[src/rtl/multi_channel_clock_gen_pkg.sv]
// Shared types and constants for the power-sequenced multi-channel clock generator.
package multi_channel_clock_gen_pkg;

  typedef enum logic [1:0] {
    PG_OFF     = 2'd0,
    PG_FILTER  = 2'd1,
    PG_STARTUP = 2'd2,
    PG_RUN     = 2'd3
  } pg_state_t;

  localparam int unsigned SYNC_STAGES = 2;

endpackage

[src/rtl/multi_channel_clock_gen_clock_div_channel.sv]
// One 50%-duty divided clock with active/pending ratio, glitch-free ratio
// switching at period boundaries and runt-free enable handling.
module clock_div_channel
  import multi_channel_clock_gen_pkg::*;
#(
  parameter int unsigned DIV_WIDTH = 8
) (
  input  logic                 clock,
  input  logic                 reset_n,
  input  logic                 run,
  input  logic [DIV_WIDTH-1:0] ratio,
  input  logic                 load,
  input  logic                 enable,
  output logic                 clock_out,
  output logic                 tick
);

  logic [DIV_WIDTH-1:0] cnt_q, cnt_d;
  logic [DIV_WIDTH-1:0] act_q, act_d;
  logic [DIV_WIDTH-1:0] pend_q, pend_d;
  logic                 flag_q, flag_d;
  logic                 on_q, on_d;
  logic                 clk_q, clk_d;
  logic                 tick_q, tick_d;

  // Divider next-state; a period starts with the low phase, so it ends on the fall.
  always_comb begin
    cnt_d  = cnt_q;
    act_d  = act_q;
    pend_d = pend_q;
    flag_d = flag_q;
    on_d   = on_q;
    clk_d  = clk_q;
    tick_d = 1'b0;

    if (!run) begin
      cnt_d = '0;
      clk_d = 1'b0;
      on_d  = 1'b0;
    end else if (!on_q) begin
      if (enable) begin
        on_d  = 1'b1;
        cnt_d = '0;
        clk_d = 1'b0;
      end
    end else if (!enable && !clk_q) begin
      on_d  = 1'b0;
      cnt_d = '0;
      clk_d = 1'b0;
    end else if (cnt_q == act_q) begin
      cnt_d = '0;
      clk_d = ~clk_q;
      if (clk_q) begin
        if (flag_q) begin
          act_d  = pend_q;
          flag_d = 1'b0;
        end
        if (!enable) on_d = 1'b0;
      end else begin
        tick_d = 1'b1;
      end
    end else begin
      cnt_d = cnt_q + DIV_WIDTH'(1);
    end

    // An idle channel has no period to protect, so ratios take effect at once.
    if (!on_q && flag_q) begin
      act_d  = pend_q;
      flag_d = 1'b0;
    end
    if (load) begin
      pend_d = ratio;
      if (on_q) begin
        flag_d = 1'b1;
      end else begin
        act_d  = ratio;
        flag_d = 1'b0;
      end
    end
  end

  always_ff @(posedge clock) begin
    if (!reset_n) begin
      cnt_q  <= '0;
      act_q  <= '0;
      pend_q <= '0;
      flag_q <= 1'b0;
      on_q   <= 1'b0;
      clk_q  <= 1'b0;
      tick_q <= 1'b0;
    end else begin
      cnt_q  <= cnt_d;
      act_q  <= act_d;
      pend_q <= pend_d;
      flag_q <= flag_d;
      on_q   <= on_d;
      clk_q  <= clk_d;
      tick_q <= tick_d;
    end
  end

  assign clock_out = clk_q;
  assign tick      = tick_q;

endmodule

[src/rtl/multi_channel_clock_gen.sv]
// Power-good synchroniser, debounce/startup sequencer and a bank of divided
// clock channels that only run while the rail is stable.
module multi_channel_clock_gen
  import multi_channel_clock_gen_pkg::*;
#(
  parameter int unsigned CHANNELS       = 4,
  parameter int unsigned DIV_WIDTH      = 8,
  parameter int unsigned FILTER_CYCLES  = 4,
  parameter int unsigned STARTUP_CYCLES = 1000
) (
  input  logic                          clock,
  input  logic                          reset_n,
  input  logic                          power,
  input  logic [CHANNELS*DIV_WIDTH-1:0] div_ratio,
  input  logic [CHANNELS-1:0]           div_load,
  input  logic [CHANNELS-1:0]           chan_enable,
  output logic [CHANNELS-1:0]           clock_out,
  output logic [CHANNELS-1:0]           tick,
  output logic                          stable,
  output logic [1:0]                    pg_state
);

  localparam int unsigned CNT_MAX = (FILTER_CYCLES > STARTUP_CYCLES) ? FILTER_CYCLES : STARTUP_CYCLES;
  localparam int unsigned CNT_W   = $clog2(CNT_MAX + 1);

  logic [SYNC_STAGES-1:0] sync_q;
  logic                   sync2;
  pg_state_t              state_q, state_d;
  logic [CNT_W-1:0]       cnt_q, cnt_d;
  logic                   stable_q;
  logic                   chan_run_c;

  assign sync2 = sync_q[SYNC_STAGES-1];

  // Sequencer next-state: any loss of the synchronised rail drops to OFF.
  always_comb begin
    state_d = state_q;
    cnt_d   = cnt_q;
    case (state_q)
      PG_OFF: begin
        cnt_d = '0;
        if (sync2) state_d = PG_FILTER;
      end
      PG_FILTER: begin
        if (!sync2) begin
          state_d = PG_OFF;
          cnt_d   = '0;
        end else if (cnt_q == CNT_W'(FILTER_CYCLES - 1)) begin
          state_d = PG_STARTUP;
          cnt_d   = '0;
        end else begin
          cnt_d = cnt_q + CNT_W'(1);
        end
      end
      PG_STARTUP: begin
        if (!sync2) begin
          state_d = PG_OFF;
          cnt_d   = '0;
        end else if (cnt_q == CNT_W'(STARTUP_CYCLES - 1)) begin
          state_d = PG_RUN;
          cnt_d   = '0;
        end else begin
          cnt_d = cnt_q + CNT_W'(1);
        end
      end
      PG_RUN: begin
        cnt_d = '0;
        if (!sync2) state_d = PG_OFF;
      end
      default: begin
        state_d = PG_OFF;
        cnt_d   = '0;
      end
    endcase
  end

  always_ff @(posedge clock) begin
    if (!reset_n) begin
      sync_q   <= '0;
      state_q  <= PG_OFF;
      cnt_q    <= '0;
      stable_q <= 1'b0;
    end else begin
      sync_q   <= {sync_q[SYNC_STAGES-2:0], power};
      state_q  <= state_d;
      cnt_q    <= cnt_d;
      stable_q <= (state_d == PG_RUN);
    end
  end

  // Channels stop on the very edge that leaves RUN, not one cycle later.
  assign chan_run_c = (state_q == PG_RUN) && sync2;

  assign stable   = stable_q;
  assign pg_state = state_q;

  for (genvar i = 0; i < CHANNELS; i++) begin : g_chan
    clock_div_channel #(
      .DIV_WIDTH (DIV_WIDTH)
    ) u_chan (
      .clock     (clock),
      .reset_n   (reset_n),
      .run       (chan_run_c),
      .ratio     (div_ratio[i*DIV_WIDTH +: DIV_WIDTH]),
      .load      (div_load[i]),
      .enable    (chan_enable[i]),
      .clock_out (clock_out[i]),
      .tick      (tick[i])
    );
  end

endmodule

[config.mk]
export PLATFORM = sky130hd
export DESIGN_NAME = multi_channel_clock_gen
export DESIGN_NICKNAME = d
export VERILOG_FILES = /design/src/rtl/multi_channel_clock_gen_pkg.sv /design/src/rtl/multi_channel_clock_gen_clock_div_channel.sv /design/src/rtl/multi_channel_clock_gen.sv
export SDC_FILE = /design/constraint.sdc
export NUM_CORES = 1
export LEC_CHECK = 0
export BUFFER_PORTS_ARGS = -buffer_cell sky130_fd_sc_hd__buf_2
export CORE_MARGIN = 2
export CORE_UTILIZATION = 25
export DETAILED_ROUTE_END_ITERATION = 10
export SLEW_MARGIN = 20
export SYNTH_ARGS = -nofsm -noshare
export SYNTH_HDL_FRONTEND = slang
export SYNTH_SLANG_ARGS = --single-unit
[constraint.sdc]
create_clock -name clock -period 3.15 [get_ports clock]
set_clock_uncertainty 0.05 [all_clocks]
set_input_delay 0.315 -clock clock [delete_from_list [all_inputs] [get_ports clock]]
set_output_delay 0.315 -clock clock [all_outputs]
set_load 0.01 [all_outputs]
==> key figures <==
Outcome
  • Outcome: finished clean

Logic synthesis
  • YS warnings: 0
  • Netlist area before placement: 0.00619 mm²
  • Sequential area share after synthesis: 0.411
  • Most used flip-flop cell after synthesis: sky130_fd_sc_hd__dfxtp_1
  • Total of flip-flops plus latches after synthesis: 127
  • Nets in the synthesized netlist: 772
  • Number of enable flip-flop cells after synthesis: 0
  • Synthesized area per cell: 8.55 µm²
  • Number of cells produced by synthesis: 724
  • Share of flip-flops with an asynchronous set or reset: 0
  • Netlist cell types: 62

CTS
  • CTS tree: done
  • Count of hold buffers inserted by post-cts repair: 0
  • # clock sinks: 127
  • Clock transition at the register clock pins on the worst setup and hold paths after CTS: 0.06 ns
  • Maximum buffer depth of the clock tree: 2
  • Clock insertion delay at the later pin of the skew report: 0.42 ns
  • Root Buffer Master: sky130_fd_sc_hd__clkbuf_16
  • Number of levels the H-tree was split into: 4
  • Number of gates given a new drive strength after cts: 0
  • Total setup buffers inserted after CTS: 0
  • CTS Buf Count: 17

Timing
  • Unrepaired setup endpoints after global routing: no
  • Final Hold Violating Endpoints: 0
  • Finish-stage setup viols: 0
  • Final period util: 0.739
  • Worst slew slack as a fraction of its limit: 0.391
  • Max frequency: 430 MHz
  • Least-Margin Pin Slew: 0.914 ns
  • Fin Setup TNS: 0 ns
  • Final min period: 2.33 ns
  • Slew Limit Fails: 0

Routing
  • Remaining antenna violation count: 0
  • Routed vias/inst: 4.68
  • DRC Markers: 0
  • DRT Pass-1 Iters: 5
  • Via count: 5141
  • Detailed router's first-iteration violation count: 321
  • Average wire length per cell after detail routing: 13.3 µm
  • Sum of routed wire length over all layers: 14600 µm

Layout
  • Ratio of cells with drive above 1 in the final layout: 0.139
  • Layout fillers: 2538
  • Core Util, Final: 0.299
  • Non-Filler Instances: 1098
  • Growth of design area from synthesis to finish: 17.5%
  • Final std cell area, no fill: 0.00727 mm²
  • Post-layout net count: 807

Placement
  • Gp weighted congestion: 0.756
  • Post-DP HPWL: 10100 µm
  • Standard cell area after detailed placement: 0.00664 mm²
  • Total instance count after detailed placement: 1064
  • Number of buffer cells added on primary ports: 53

Setup path
  • Largest fanout of any net on the critical path: 8
  • Critical Setup Path Class: reg2reg
  • Sort of element at the end of the critical path: flop
  • Required time of the critical path: 3.41 ns
  • Crit path DAT: 2.59 ns
  • Kind of launch point of the worst setup path: flop

Global route
  • Total grt overflow: 0
  • Combined global-route utilization of all metal layers: 0.116
  • Initial antenna violation count: 2
  • Number of global-route vias before repair: 4660
  • Maximum number of pins on one net before global-route repair: 36
  • Wire length of the first global-routing pass: 24300 µm

Floorplan
  • Starting Density: 0.255
  • X dimension of the die: 161 µm
  • Number of top-level pins: 54
  • Number of placement rows: 57
  • Die outline height: 161 µm
  • Die Outline Area: 0.0260 mm²
  • Core box area: 0.0243 mm²

Run
  • Max-cap violations: 0

Pwr
  • Static leakage: 2.66 nW
  • Worst IR Drop VDD: 311 µV
  • Overall power after layout: 4.05 mW
  • Power density normalized to cell area: 557 mW/mm²

Min path
  • Min-Delay Path Class: in2reg
cell families after synthesis:
logic type | count (synthesis) | share of synthesized area
flip-flops | 127 | 0.411
AND/OR/NAND/NOR | 262 | 0.208
buffers and inverters | 63 | 0.0543
AO/OA/AOI/OAI | 169 | 0.168
multiplexers | 50 | 0.0808
adder cells (fa/ha/maj) | 5 | 0.0101
XOR/XNOR | 48 | 0.0679
registers in the layout (all words and copies together), names as in the netlist:
signal,cells
cnt_q,10
g_chan.u_chan.act_q,32
g_chan.u_chan.clock_out,4
g_chan.u_chan.cnt_q,32
g_chan.u_chan.flag_q,4
g_chan.u_chan.on_q,4
g_chan.u_chan.pend_q,32
g_chan.u_chan.tick,4
pg_state,2
stable,1
sync_q,2
final timing paths:
path,endpoint,slack (ns),depth (start not counted),startpoint
min,sync_q[0]$_SDFF_PN0_,0.07,2,power
max,g_chan[0].u_chan.act_q[2]$_SDFF_PN0_,0.82,5,pg_state[1]$_SDFF_PN0_
min reg2reg,sync_q[1]$_SDFF_PN0_,0.38,1,sync_q[0]$_SDFF_PN0_
max reg2reg,g_chan[0].u_chan.act_q[2]$_SDFF_PN0_,0.82,5,pg_state[1]$_SDFF_PN0_
cell usage in the layout (no fill, tap or decap), types with 5 or more instances in the layout:
| master | instances |
|---|---|
| sky130_fd_sc_hd__clkinvlp_4 | 5 |
| sky130_fd_sc_hd__buf_2 | 53 |
| sky130_fd_sc_hd__a31oi_1 | 21 |
| sky130_fd_sc_hd__a22oi_1 | 11 |
| sky130_fd_sc_hd__nor3b_1 | 8 |
| sky130_fd_sc_hd__and2_1 | 5 |
| sky130_fd_sc_hd__a21oi_1 | 48 |
| sky130_fd_sc_hd__o22ai_1 | 14 |
| sky130_fd_sc_hd__xnor2_1 | 23 |
| sky130_fd_sc_hd__or2_2 | 7 |
| sky130_fd_sc_hd__clkbuf_16 | 17 |
| sky130_fd_sc_hd__nor2_1 | 92 |
| sky130_fd_sc_hd__dfxtp_1 | 127 |
| sky130_fd_sc_hd__mux2i_1 | 50 |
| sky130_fd_sc_hd__inv_1 | 22 |
| sky130_fd_sc_hd__nand3_1 | 26 |
| sky130_fd_sc_hd__and3_1 | 6 |
| sky130_fd_sc_hd__nor4_1 | 5 |
| sky130_fd_sc_hd__a21boi_0 | 8 |
| sky130_fd_sc_hd__xor2_1 | 25 |
| sky130_fd_sc_hd__nand4_1 | 9 |
| sky130_fd_sc_hd__o21ai_0 | 40 |
| sky130_fd_sc_hd__or2_0 | 6 |
| sky130_fd_sc_hd__nor3_1 | 7 |
| sky130_fd_sc_hd__nand2_1 | 64 |
| sky130_fd_sc_hd__ha_1 | 5 |
| sky130_fd_sc_hd__a32o_1 | 7 |
synthesized netlist by cell type (3+ instances only):
cell,number,area share
sky130_fd_sc_hd__nor4_1,5,0.0051
sky130_fd_sc_hd__a21boi_0,8,0.0097
sky130_fd_sc_hd__nor3b_1,8,0.0097
sky130_fd_sc_hd__buf_1,4,0.0024
sky130_fd_sc_hd__nand3_1,26,0.021
sky130_fd_sc_hd__and4_1,3,0.0042
sky130_fd_sc_hd__a32o_1,7,0.011
sky130_fd_sc_hd__ha_1,5,0.010
sky130_fd_sc_hd__o21ai_0,40,0.032
sky130_fd_sc_hd__or2_2,7,0.0071
sky130_fd_sc_hd__and2_1,5,0.0051
sky130_fd_sc_hd__and3_1,6,0.0061
sky130_fd_sc_hd__a21oi_1,48,0.039
sky130_fd_sc_hd__or3_1,3,0.0030
sky130_fd_sc_hd__buf_4,9,0.011
sky130_fd_sc_hd__clkbuf_8,4,0.0089
sky130_fd_sc_hd__nor3_1,7,0.0057
sky130_fd_sc_hd__nand2_1,64,0.039
sky130_fd_sc_hd__nor2b_1,4,0.0040
sky130_fd_sc_hd__xor2_1,25,0.035
sky130_fd_sc_hd__a22oi_1,11,0.013
sky130_fd_sc_hd__mux2i_1,50,0.081
sky130_fd_sc_hd__o22ai_1,14,0.014
sky130_fd_sc_hd__a31oi_1,21,0.021
sky130_fd_sc_hd__clkbuf_1,19,0.012
sky130_fd_sc_hd__nand3b_1,4,0.0048
sky130_fd_sc_hd__nor2_1,92,0.056
sky130_fd_sc_hd__nand2b_1,3,0.0030
sky130_fd_sc_hd__dfxtp_1,127,0.41
sky130_fd_sc_hd__xnor2_1,23,0.033
sky130_fd_sc_hd__or2_0,6,0.0061
sky130_fd_sc_hd__inv_1,22,0.013
sky130_fd_sc_hd__nand4_1,9,0.0091
per-layer routing:
metal,vias up,wire [µm],GRT usage
met5,-,13,0
met4,2,89,0.0304
met3,11,919,0.0406
met2,120,6450,0.173
met1,2370,7140,0.161
li1,2638,-,-
critical path, cell delays in order, from the launching register on:
cell,delay (ns)
sky130_fd_sc_hd__dfxtp_1,0.43
sky130_fd_sc_hd__and3_1,0.49
sky130_fd_sc_hd__nand2_1,0.16
sky130_fd_sc_hd__o31ai_1,0.34
sky130_fd_sc_hd__o21ai_0,0.38
sky130_fd_sc_hd__a32o_1,0.37
stage by stage:
stage	worst slack, ns	hold slack (ns)
6_report	0.822	0.0736
5_1_grt	0.659	0.0593
4_1_cts	0.868	0.0568
3_5_place_dp	0.890	0.375
3_3_place_gp	0.953	0.381
2_1_floorplan	1.31	0.362
where the power goes:
group | switching, mW | internal (mW) | total [mW]
Clock | 0.750 | 1.34 | 2.09
Combinational | 0.149 | 0.114 | 0.263
Sequential | 0.0386 | 1.66 | 1.70
final cells by class:
| cell class | count | area (µm²) | share of cell area |
|---|---|---|---|
| Clock inverter | 14 | 190 | 0.0261 |
| Clock buffer | 18 | 439 | 0.0604 |
| Timing Repair Buffer | 57 | 295 | 0.0406 |
| Antenna cell | 2 | 5.00 | 0.000688 |
| Sequential cell | 127 | 2540 | 0.350 |
| Multi-Input combinational cell | 534 | 3310 | 0.456 |
| Inverter | 22 | 82.6 | 0.0114 |
| Tap cell | 324 | 405 | 0.0557 |
Note: power is estimated with default switching activity, not from simulation.
